`src/rtl/fifo_rd_stream_adapter.sv`:
```
// fifo_rd_stream_adapter
// Read-side consumer of asynchronous_fifo in the rdclk domain. Issues rd_en,
// captures the registered data_out one cycle later into a 2-entry skid buffer
// and presents the words as a full-throughput valid/ready stream.
// Optional statistics counters (word_cnt, stall_cnt) are built only when the
// macro RD_STATS_EN is defined.
`timescale 1ns/1ps

module fifo_rd_stream_adapter #(
  parameter int DATA_WIDTH = 8,
  parameter int SKID_DEPTH = 2
) (
  input  logic                  rdclk,
  input  logic                  rrst_n,
  input  logic                  flush,
  input  logic                  fifo_empty,
  input  logic [DATA_WIDTH-1:0] data_out,
  output logic                  rd_en,
  output logic                  m_valid,
  output logic [DATA_WIDTH-1:0] m_data,
  input  logic                  m_ready
`ifdef RD_STATS_EN
  ,
  output logic [31:0]           word_cnt,
  output logic [15:0]           stall_cnt
`endif
);

  // The buffer indexing below only covers two entries.
  if (SKID_DEPTH != 2) begin : g_bad_depth
    $error("fifo_rd_stream_adapter: SKID_DEPTH must be 2");
  end

  logic [1:0]            occ;       // buffered words, 0..2
  logic [1:0]            occ_next;
  logic                  inflight;  // rd_en was issued last cycle
  logic                  drop;      // in-flight word must be discarded
  logic [DATA_WIDTH-1:0] buf0;      // head entry
  logic [DATA_WIDTH-1:0] buf1;
  logic                  pop;
  logic                  capture;
  logic                  tail;      // capture slot: 0 -> buf0, 1 -> buf1
  logic [2:0]            level;     // occupancy after this edge, counting the read in flight

  assign m_valid = (occ != 2'd0);
  assign m_data  = buf0;

  // Read issue, capture and occupancy bookkeeping for this cycle.
  // NOTE: every always_comb output gets a value before any condition, so no latch can be inferred.
  always_comb begin
    pop      = m_valid & m_ready;
    level    = {1'b0, occ} + {2'b0, inflight} - {2'b0, pop};
    // m_ready feeds rd_en combinationally so a popping buffer can refill every cycle.
    rd_en    = rrst_n & ~flush & ~fifo_empty & (level < 3'd2);
    capture  = inflight & ~drop;
    occ_next = occ + {1'b0, capture} - {1'b0, pop};
    // Tail slot is occ - pop; it is only ever 0 or 1 when a capture happens.
    tail     = (occ == 2'd2) | ((occ == 2'd1) & ~pop);
  end

  // Skid buffer state: occupancy, in-flight tracking and entry storage.
  // NOTE: sequential state uses non-blocking assignments so every register samples pre-edge values.
  // NOTE: the two data entries are reset because m_data must read 0 out of reset.
  always_ff @(posedge rdclk or negedge rrst_n) begin
    if (!rrst_n) begin
      occ      <= 2'd0;
      inflight <= 1'b0;
      drop     <= 1'b0;
      buf0     <= '0;
      buf1     <= '0;
    end else if (flush) begin
      // Buffered words vanish, a pop in this cycle is void and rd_en is low.
      occ      <= 2'd0;
      drop     <= inflight;
      inflight <= rd_en;
    end else begin
      occ      <= occ_next;
      inflight <= rd_en;
      drop     <= 1'b0;
      if (pop && (occ == 2'd2)) begin
        buf0 <= buf1;
      end
      if (capture) begin
        if (tail) buf1 <= data_out;
        else      buf0 <= data_out;
      end
    end
  end

`ifdef RD_STATS_EN
  // Transfer counter (wraps) and stall counter (saturates); both clear on flush.
  always_ff @(posedge rdclk or negedge rrst_n) begin
    if (!rrst_n) begin
      word_cnt  <= 32'd0;
      stall_cnt <= 16'd0;
    end else if (flush) begin
      word_cnt  <= 32'd0;
      stall_cnt <= 16'd0;
    end else begin
      if (pop) begin
        word_cnt <= word_cnt + 32'd1;
      end
      if (m_valid && !m_ready && (stall_cnt != 16'hFFFF)) begin
        stall_cnt <= stall_cnt + 16'd1;
      end
    end
  end
`endif

  // Occupancy can never pass the two physical entries.
  occ_bound: assert property (@(posedge rdclk) disable iff (!rrst_n) occ <= 2'd2)
    else $error("fifo_rd_stream_adapter: occupancy overflow");

endmodule

```
`config.mk`:
```
export PLATFORM = sky130hd
export DESIGN_NAME = fifo_rd_stream_adapter
export DESIGN_NICKNAME = d
export VERILOG_FILES = /design/src/rtl/fifo_rd_stream_adapter.sv
export SDC_FILE = /design/constraint.sdc
export NUM_CORES = 1
export LEC_CHECK = 0
export BUFFER_PORTS_ARGS = -buffer_cell sky130_fd_sc_hd__buf_2
export CORE_MARGIN = 4
export CORE_UTILIZATION = 56
export CTS_CLUSTER_SIZE = 30
export DETAILED_ROUTE_END_ITERATION = 16
export PLACE_DENSITY_LB_ADDON = 0.2
export REMOVE_ABC_BUFFERS = 1
export SKIP_CTS_REPAIR_TIMING = 1
export SYNTH_ARGS = -nofsm -noshare
export SYNTH_HDL_FRONTEND = slang
export SYNTH_SLANG_ARGS = --single-unit
```
`constraint.sdc`:
```
create_clock -name rdclk -period 3.85 [get_ports rdclk]
set_input_delay 0.77 -clock rdclk [delete_from_list [all_inputs] [get_ports rdclk]]
set_output_delay 0.77 -clock rdclk [all_outputs]
set_load 0.01 [all_outputs]
```
==> impl_metrics.ini, run 1 <==
[synth]
synth.cell_area_mm2 = 0.00103
syn_avg_cell_area_um2 = 11.5
ys_ff_latch = 20
ys_types = 23
ys_seq_area_frac = 0.484
synth_warnings = 0
syn_inst = 90

[power_and_ir_drop]
vdd_ir_drop_max_uv = 426
seqPwrFrac = 0.447
p_int_mw = 0.563
p_comb_frac = 0.345
p_leak_nw = 0.651
p_switching_mw = 0.238
clkPwrFrac = 0.208
p_per_area_mw_per_mm2 = 668
p_sw_frac = 0.297

[route]
num_vias = 663
drt_pass1_iterations = 3
antenna_left = 0
wl_per_cell_um = 12.5
drc = 0
wirelength_um = 1710
viasPerCell = 4.84
drtIter0Drc = 1

[timing]
post-route-period-util = 0.864
slew_headroom = 0.556
finalHoldViolations = 0
fin_setup_tns_ns = 0
finalCriticalPeriod_ns = 3.33
worst_pin_slew_ns = 0.665
fmax_mhz = 301
final-setup-viol-count = 0
rsz0062_at_grt = no
finClkSkew_ns = 0.00866
slew_violations = 0

[worst_setup_path]
reg2reg_depth = 7
path_class = register to primary output
startpoint_type = register
crit_fanout = 8
slowest_stage = dfrtp_1
crit_path_end_kind = primary output
max_stage_delay_ns = 0.50
required_ns = 3.08
r2r_end = inflight
critPathBufInv = 1
crit_family = simple AND/OR/NAND/NOR gates
worstPathArrival_ns = 2.56
regToRegSetupSlack_ns = 1.65
regToRegStartpoint = occ[1]
crit_chain = or2_2 > and2_1 > ha_1 > nand2b_1 > fa_1 > nand4bb_1 > nor2_1 > buf_2

[clocking]
cts_made_buffers = 3
tritoncts = yes
clkLatencyLatePin_ns = 0.29
clkTransAtPathRegs_ns = 0.12
cts_sinks = 20
clockBufferDepth = 2
cts_root_buf = clkbuf_4
cts_max_level = 1

[layout]
fin_area_mm2 = 0.00120
layout.nets = 130
final_common_cell = buf_2
final_cell_mix = buf_2 (22), dfrtp_1 (20), inv_1 (19)
drive_gt1_frac = 0.330
syn2layout_area_growth_pct = 15.8
final_util = 0.687
antenna_cells = 0

[placement]
dp_hpwl_um = 1290
port-buffer-count = 22
gp_congestion = 0.716
place_area_mm2 = 0.00115

[grt]
antenna_found_initial = 0
grt_pass1_vias = 677
grt_pass1_wl_um = 3060
grt_usage = 0.154
grt_max_degree = 22
grt-ovfl-total = 0

[floorplanning]
ios = 23
dieArea_mm2 = 0.00260
die_w_um = 51.0
num_rows = 15
initial_utilization = 0.593
coreArea_mm2 = 0.00175
fp.dieH_um = 51.0

[min_path]
hold_class = input pin to async pin

[job]
drv_cap = 0

[status]
outcome = finished clean
## worst reg2reg max path, cell delays in order (launching register included)
cell and delay, ns:
dfrtp_1 0.50, or2_2 0.32, and2_1 0.18, ha_1 0.26, nand2b_1 0.15, fa_1 0.48, nand4bb_1 0.10, nor2_1 0.14
## worst max-delay path by stage
stage | startpoint | endpoint | cells past startpoint
floorplan | occ[1] | rd_en | 7
global placement | m_ready | rd_en | 8
detailed placement | m_ready | rd_en | 8
CTS | occ[1] | rd_en | 8
global route | occ[1] | rd_en | 8
finish | occ[1] | rd_en | 8
## synth_stat cells (all sizes together)
master,n,share of area
nand2,8,0.029
inv,19,0.069
a221oi,1,0.015
buf,3,0.025
and4bb,1,0.012
mux2,8,0.12
xnor2,1,0.0085
and2,2,0.012
or2b,1,0.0073
nor2b,1,0.0060
nand4bb,2,0.022
dfrtp,20,0.48
o221ai,8,0.068
nand2b,2,0.012
or2,1,0.0060
a211o,1,0.0085
xor2,3,0.025
or3b,1,0.0085
nor2,2,0.0073
fa,1,0.019
clkbuf,1,0.0036
ha,3,0.036
## final cells by class
| type | count | area, um^2 |
|---|---|---|
| inverter | 19 | 71.3 |
| fill | 141 | 547 |
| multi-input combinational | 47 | 433 |
| clock buffer | 3 | 22.5 |
| sequential | 20 | 500 |
| timing repair buffer | 22 | 110 |
| clock inverter | 1 | 30.0 |
| tap | 25 | 31.3 |
## registers in the layout, indices dropped and copies added (netlist names)
register,count
buf1,8
drop,1
inflight,1
m_data,8
occ,2
## power by group through the flow
stage	clock [mW]	sequential (mW)	combinational, mW
after CTS	0.171	0.359	0.282
after floorplan	0	0.371	0.178
after global routing	0.185	0.371	0.311
after detailed placement	0	0.362	0.280
after global placement	0	0.356	0.274
final	0.167	0.358	0.276
## cell families after synthesis
| group | synth area share |
|---|---|
| xor gates and xnor gates | 0.0339 |
| muxes | 0.116 |
| buffers and inverters | 0.0979 |
| adders and majority gates | 0.0556 |
| DFF | 0.484 |
| AOI/OAI and AO/OA | 0.0907 |
| and+or+nand+nor | 0.122 |
## stage by stage
step | instances | hold WS [ns] | setup slack, ns | power (mW)
floorplan | 86 | 0.456 | 0.944 | 0.549
global placement | 133 | 0.460 | 0.808 | 0.630
detailed placement | 133 | 0.474 | 0.751 | 0.642
CTS | 137 | 0.412 | 0.502 | 0.811
global route | 137 | 0.399 | 0.333 | 0.867
finish | 137 | 0.401 | 0.523 | 0.801
## routing by layer
metal | up-vias | global-route usage | part of all wire
met3 | 2 | 0.0379 | 0.042
li1 | 341 | - | -
met4 | 0 | 0.0269 | 0.0058
met1 | 309 | 0.193 | 0.47
met5 | - | 0 | 0
met2 | 11 | 0.268 | 0.48
(Power assumes the default switching activity.)
==> run 2, diff against run 1 <==
--- a/config.mk
+++ b/config.mk
@@ -5,9 +5,10 @@
 export SDC_FILE = /design/constraint.sdc
 export NUM_CORES = 1
 export LEC_CHECK = 0
+export ABC_AREA = 1
 export BUFFER_PORTS_ARGS = -buffer_cell sky130_fd_sc_hd__buf_2
 export CORE_MARGIN = 4
-export CORE_UTILIZATION = 56
+export CORE_UTILIZATION = 58
 export CTS_CLUSTER_SIZE = 30
 export DETAILED_ROUTE_END_ITERATION = 16
 export PLACE_DENSITY_LB_ADDON = 0.2
==> run 2 against run 1 <==
  * Sequential cell count is the same
  * Die area grew 8.5%
  * Utilization shrank 1.6 points
  * Sequential share of layout area shrank 3.2 points
  * Worst hold slack lost 0.0049 ns
  * Clock power shrank 40%
  * Maximum frequency shrank 7.9%
  * Critical path depth grew 1
  * Combinational power grew 32%
  * Critical path type is now input pin to primary output
  * Power grew 3.0%
  * Non-clock buffer count is the same
  * Synthesized area grew 14%
==> impl_metrics.ini, run 2 <==
[worst_setup_path]
crit_fanout = 10
required_ns = 3.08
crit_family = adder cells
critPathMostFrequentCell = buf_2
regToRegSetupSlack_ns = 1.47
reg2reg_depth = 7
regToRegStartpoint = occ[1]
startpoint_type = input pin
crit_chain = buf_2 > clkinv_2 > a21oi_1 > ha_1 > or2_1 > fa_1 > nand2_1 > nor4_1 > buf_2
max_stage_delay_ns = 0.48
worstPathArrival_ns = 2.84
slowest_stage = fa_1
path_class = input pin to primary output
critPathBufInv = 3
r2r_end = inflight
crit_path_end_kind = primary output

[route]
drtIter0Drc = 29
antenna_left = 0
drt_pass1_iterations = 4
num_vias = 1003
wl_per_cell_um = 12.8
wirelength_um = 2330
viasPerCell = 5.48
drc = 0

[synth]
synthFlopType = dfrtp_1
syn_avg_cell_area_um2 = 8.61
synth_area_leaders = dfrtp_1 (42%), nand2_1 (10%), nand4_1 (8.5%)
synth-edff-count = 0
synth.most_common_cell = nand2_1
synthArstFlopShare = 1.00
netlist_top_cells_count = nand2_1 (33), dfrtp_1 (20), nand3_1 (17), nand4_1 (16), inv_1 (11)
syn_inst = 137
synth_warnings = 0
ys_seq_area_frac = 0.424
synth.cell_area_mm2 = 0.00118
netlist.area_leader.share = 0.424
ys_ff_latch = 20
yosysTopAreaCell = dfrtp_1
ys_types = 22

[clocking]
cts_max_level = 1
cts_sinks = 20
clockBufferDepth = 2
clkLatencyLatePin_ns = 0.30
cts_made_buffers = 3
cts_root_buf = clkbuf_4
tritoncts = yes
clkTransAtPathRegs_ns = 0.11

[placement]
port-buffer-count = 22
dp_hpwl_um = 1740
dp.cells = 180
gp_congestion = 0.838
pre_cts_ws_ns = 0.257

[layout]
final.fill_count = 178
layoutNonFillerInstCount = 183
syn2layout_area_growth_pct = 10.4
antenna_cells = 0
layout.nets = 175
drive_gt1_frac = 0.308
final_cell_mix = nand2_1 (33), buf_2 (22), dfrtp_1 (19)
final_common_cell = nand2_1

[grt]
grt_pass1_vias = 891
grt-ovfl-total = 0
grt_pass1_wl_um = 3980
grt_max_degree = 22
grt_usage = 0.194
antenna_found_initial = 0

[floorplanning]
die_w_um = 53.1
dieArea_mm2 = 0.00282
initial_utilization = 0.608
num_rows = 16
fp.dieH_um = 53.1
ios = 23
coreArea_mm2 = 0.00194

[timing]
slew_headroom = 0.606
finalCriticalPeriod_ns = 3.61
slew_violations = 0
fin_setup_tns_ns = 0
finalHoldViolations = 0
rsz0062_at_grt = no
post-route-period-util = 0.939
finClkSkew_ns = 0.00112
worst_slack_ns = 0.236
final-setup-viol-count = 0
fmax_mhz = 277
worst_pin_slew_ns = 0.591

[power_and_ir_drop]
p_leak_nw = 0.699
p_per_area_mw_per_mm2 = 633
vdd_ir_drop_max_uv = 411

[status]
outcome = finished clean

[min_path]
hold_class = input pin to async pin

[job]
drv_cap = 0
## run 2: changes by cell type in the layout (fill, tap and decap cells not counted), sizes merged, moves of 2 or more
cell,before,now
mux2,8,0
and2,2,0
nand2b,2,0
nand4bb,2,0
o221ai,8,0
nand3,0,20
o21ai,0,9
nand4,0,16
a21oi,0,2
nand2,8,37
inv,19,16
## run 2: area by class of cell
class                      instances  area, um^2  area share
timing repair buffer              22         110      0.0845
tap                               27        33.8      0.0259
clock buffer                       3        22.5      0.0173
sequential                        20         502       0.385
multi-input combinational         94         569       0.437
inverter                          17        65.1      0.0500
## run 2: cell families (layout without fill, tap and decap cells)
kind of cell    Yosys count  in the layout  synth area share
simple gates             77             77             0.347
xor+xnor                  2              2            0.0148
compound gates           11             11            0.0721
flops                    20             20             0.424
buf+inv                  23             42            0.0933
fa+ha+maj                 4              4            0.0488
## run 2: worst max path at each step
| stage | startpoint | to | slack (ns) | cells after the start |
|---|---|---|---|---|
| 2_1_floorplan | m_ready | rd_en | 0.64 | 7 |
| 3_3_place_gp | m_ready | rd_en | 0.38 | 9 |
| 3_5_place_dp | m_ready | rd_en | 0.26 | 9 |
| 4_1_cts | occ[1] | rd_en | 0.17 | 8 |
| 5_1_grt | m_ready | rd_en | 0.09 | 9 |
| 6_report | m_ready | rd_en | 0.24 | 9 |
## run 2: stage by stage
stage / total power [mW] / utilization / hold slack (ns) / instance area [um^2]
detailed placement: 0.727 / 0.659 / 0.473 / 1280
CTS: 0.828 / 0.670 / 0.413 / 1300
global placement: 0.708 / 0.659 / 0.460 / 1280
global route: 0.895 / 0.671 / 0.435 / 1300
finish: 0.825 / 0.671 / 0.396 / 1300
floorplan: 0.619 / - / 0.450 / 1130
## run 2: layer usage
layer | part of all wire | global-route usage | wire length [um] | vias up
met5 | 0 | 0 | 0 | -
met4 | 0.019 | 0.0979 | 44 | 0
li1 | - | - | - | 503
met3 | 0.065 | 0.0394 | 151 | 5
met2 | 0.45 | 0.289 | 1050 | 36
met1 | 0.47 | 0.265 | 1090 | 459
## run 2: report_power, final
part | leakage (nW) | internal, mW | total (mW) | switching, mW
Clock | 0.0138 | 0.0366 | 0.0999 | 0.0633
Combinational | 0.420 | 0.148 | 0.363 | 0.215
Sequential | 0.265 | 0.288 | 0.362 | 0.0735
Total | 0.699 | 0.473 | 0.825 | 0.352
==> run 3, diff against run 2 <==
--- a/config.mk
+++ b/config.mk
@@ -7,7 +7,7 @@
 export LEC_CHECK = 0
 export ABC_AREA = 1
 export BUFFER_PORTS_ARGS = -buffer_cell sky130_fd_sc_hd__buf_2
-export CORE_MARGIN = 4
+export CORE_MARGIN = 2
 export CORE_UTILIZATION = 58
 export CTS_CLUSTER_SIZE = 30
 export DETAILED_ROUTE_END_ITERATION = 16
==> run 3 against run 2 <==
  * Clock skew is 0.0046 ns higher
  * Cell area grew 1.1%
  * Global-route usage is 3.8 points higher
  * Register-to-register slack better by 0.02 ns
==> impl_metrics.ini, run 3 (synthesized netlist as in run 2, its figures left out) <==
[status]
outcome = finished clean

[route]
drtIter0Drc = 39
num_vias = 1031
antenna_left = 0
wirelength_um = 2370
drt_pass1_iterations = 4
viasPerCell = 5.60
drc = 0
wl_per_cell_um = 12.9

[timing]
worst_slack_ns = 0.260
finClkSkew_ns = 0.00568
rsz0062_at_grt = no
finalHoldViolations = 0
worst_pin_slew_ns = 0.570
fmax_mhz = 279
finalCriticalPeriod_ns = 3.59
post-route-period-util = 0.932
slew_headroom = 0.619
final-setup-viol-count = 0
fin_setup_tns_ns = 0
slew_violations = 0

[layout]
multi_input_area_um2 = 569
fin_area_mm2 = 0.00132
drive_gt1_frac = 0.312
antenna_cells = 0
final.fill_count = 179
layout.nets = 175
final_common_cell = nand2_1
final_cell_mix = nand2_1 (33), buf_2 (22), dfrtp_1 (19)
regArea_um2 = 502
syn2layout_area_growth_pct = 11.6

[worst_setup_path]
max_stage_delay_ns = 0.48
crit_path_end_kind = primary output
path_class = input pin to primary output
crit_chain = buf_2 > clkinv_2 > a21oi_1 > ha_1 > or2_1 > fa_1 > nand2_1 > nor4_1 > buf_2
critPathMostFrequentCell = buf_2
worstPathArrival_ns = 2.82
slowest_stage = fa_1
crit_family = adder cells
startpoint_type = input pin
crit_fanout = 10
required_ns = 3.08
critPathBufInv = 3

[placement]
port-buffer-count = 22
dp_hpwl_um = 1800
place_area_mm2 = 0.00128
gp_congestion = 0.836
pre_cts_ws_ns = 0.275

[clocking]
clkLatencyLatePin_ns = 0.31
cts_root_buf = clkbuf_4
cts_made_buffers = 3
cts_max_level = 1
clkTransAtPathRegs_ns = 0.12
clockBufferDepth = 2
tritoncts = yes
cts_sinks = 20

[grt]
grt-ovfl-total = 0
grt_pass1_wl_um = 4240
grt_pass1_vias = 982
grt_max_degree = 22
antenna_found_initial = 0
grt_usage = 0.233

[floorplanning]
dieArea_mm2 = 0.00241
coreArea_mm2 = 0.00194
ios = 23
fp.dieH_um = 49.1
initial_utilization = 0.608
die_w_um = 49.1
num_rows = 16

[job]
drv_cap = 0

[power_and_ir_drop]
vdd_ir_drop_max_uv = 416
p_per_area_mw_per_mm2 = 649
p_leak_nw = 0.706

[min_path]
hold_class = input pin to async pin
run 3: cell types whose count changed in the layout (fill, tap and decap cells not counted):
cell,previous run,this run
clkbuf_8,0,1
run 3: path summary, 6_finish.rpt:
path                              start  depth (start not counted)   endpoint  slack [ns]
max in group asynchronous        rrst_n                          1     occ[1]        3.15
worst min-delay path             rrst_n                          1  m_data[5]        0.37
worst max register to register   occ[1]                          7   inflight        1.49
worst min register to register  buf1[3]                          2    buf1[3]        0.50
min in group rdclk              buf1[3]                          2    buf1[3]        0.50
worst max-delay path            m_ready                          9      rd_en        0.26
run 3: power by group:
part	total [mW]	switching (mW)	internal, mW	leakage, nW
Sequential	0.362	0.0742	0.288	0.265
Clock	0.127	0.0689	0.0579	0.0210
Combinational	0.366	0.217	0.148	0.420
Total	0.855	0.360	0.495	0.706
run 3: through the flow:
stage | std cells | utilization | total power [mW] | hold slack, ns
after global routing | 184 | 0.678 | 0.933 | 0.408
final | 184 | 0.678 | 0.855 | 0.374
after global placement | 180 | 0.659 | 0.706 | 0.458
after CTS | 184 | 0.677 | 0.859 | 0.389
after detailed placement | 180 | 0.659 | 0.731 | 0.471
after floorplan | 131 | - | 0.619 | 0.450
run 3: per-layer routing:
metal  GRT usage  vias up  wire (um)
met5           0        -          0
met4       0.114        0         63
met3      0.0399        7        152
met2       0.383       49       1130
met1       0.294      472       1030
li1            -      503          -
run 3: cell type report:
type,count,area share
Timing Repair Buffer,22,0.0837
Tap cell,27,0.0257
Clock buffer,4,0.0276
Sequential cell,20,0.381
Inverter,17,0.0494
Multi-Input combinational cell,94,0.433
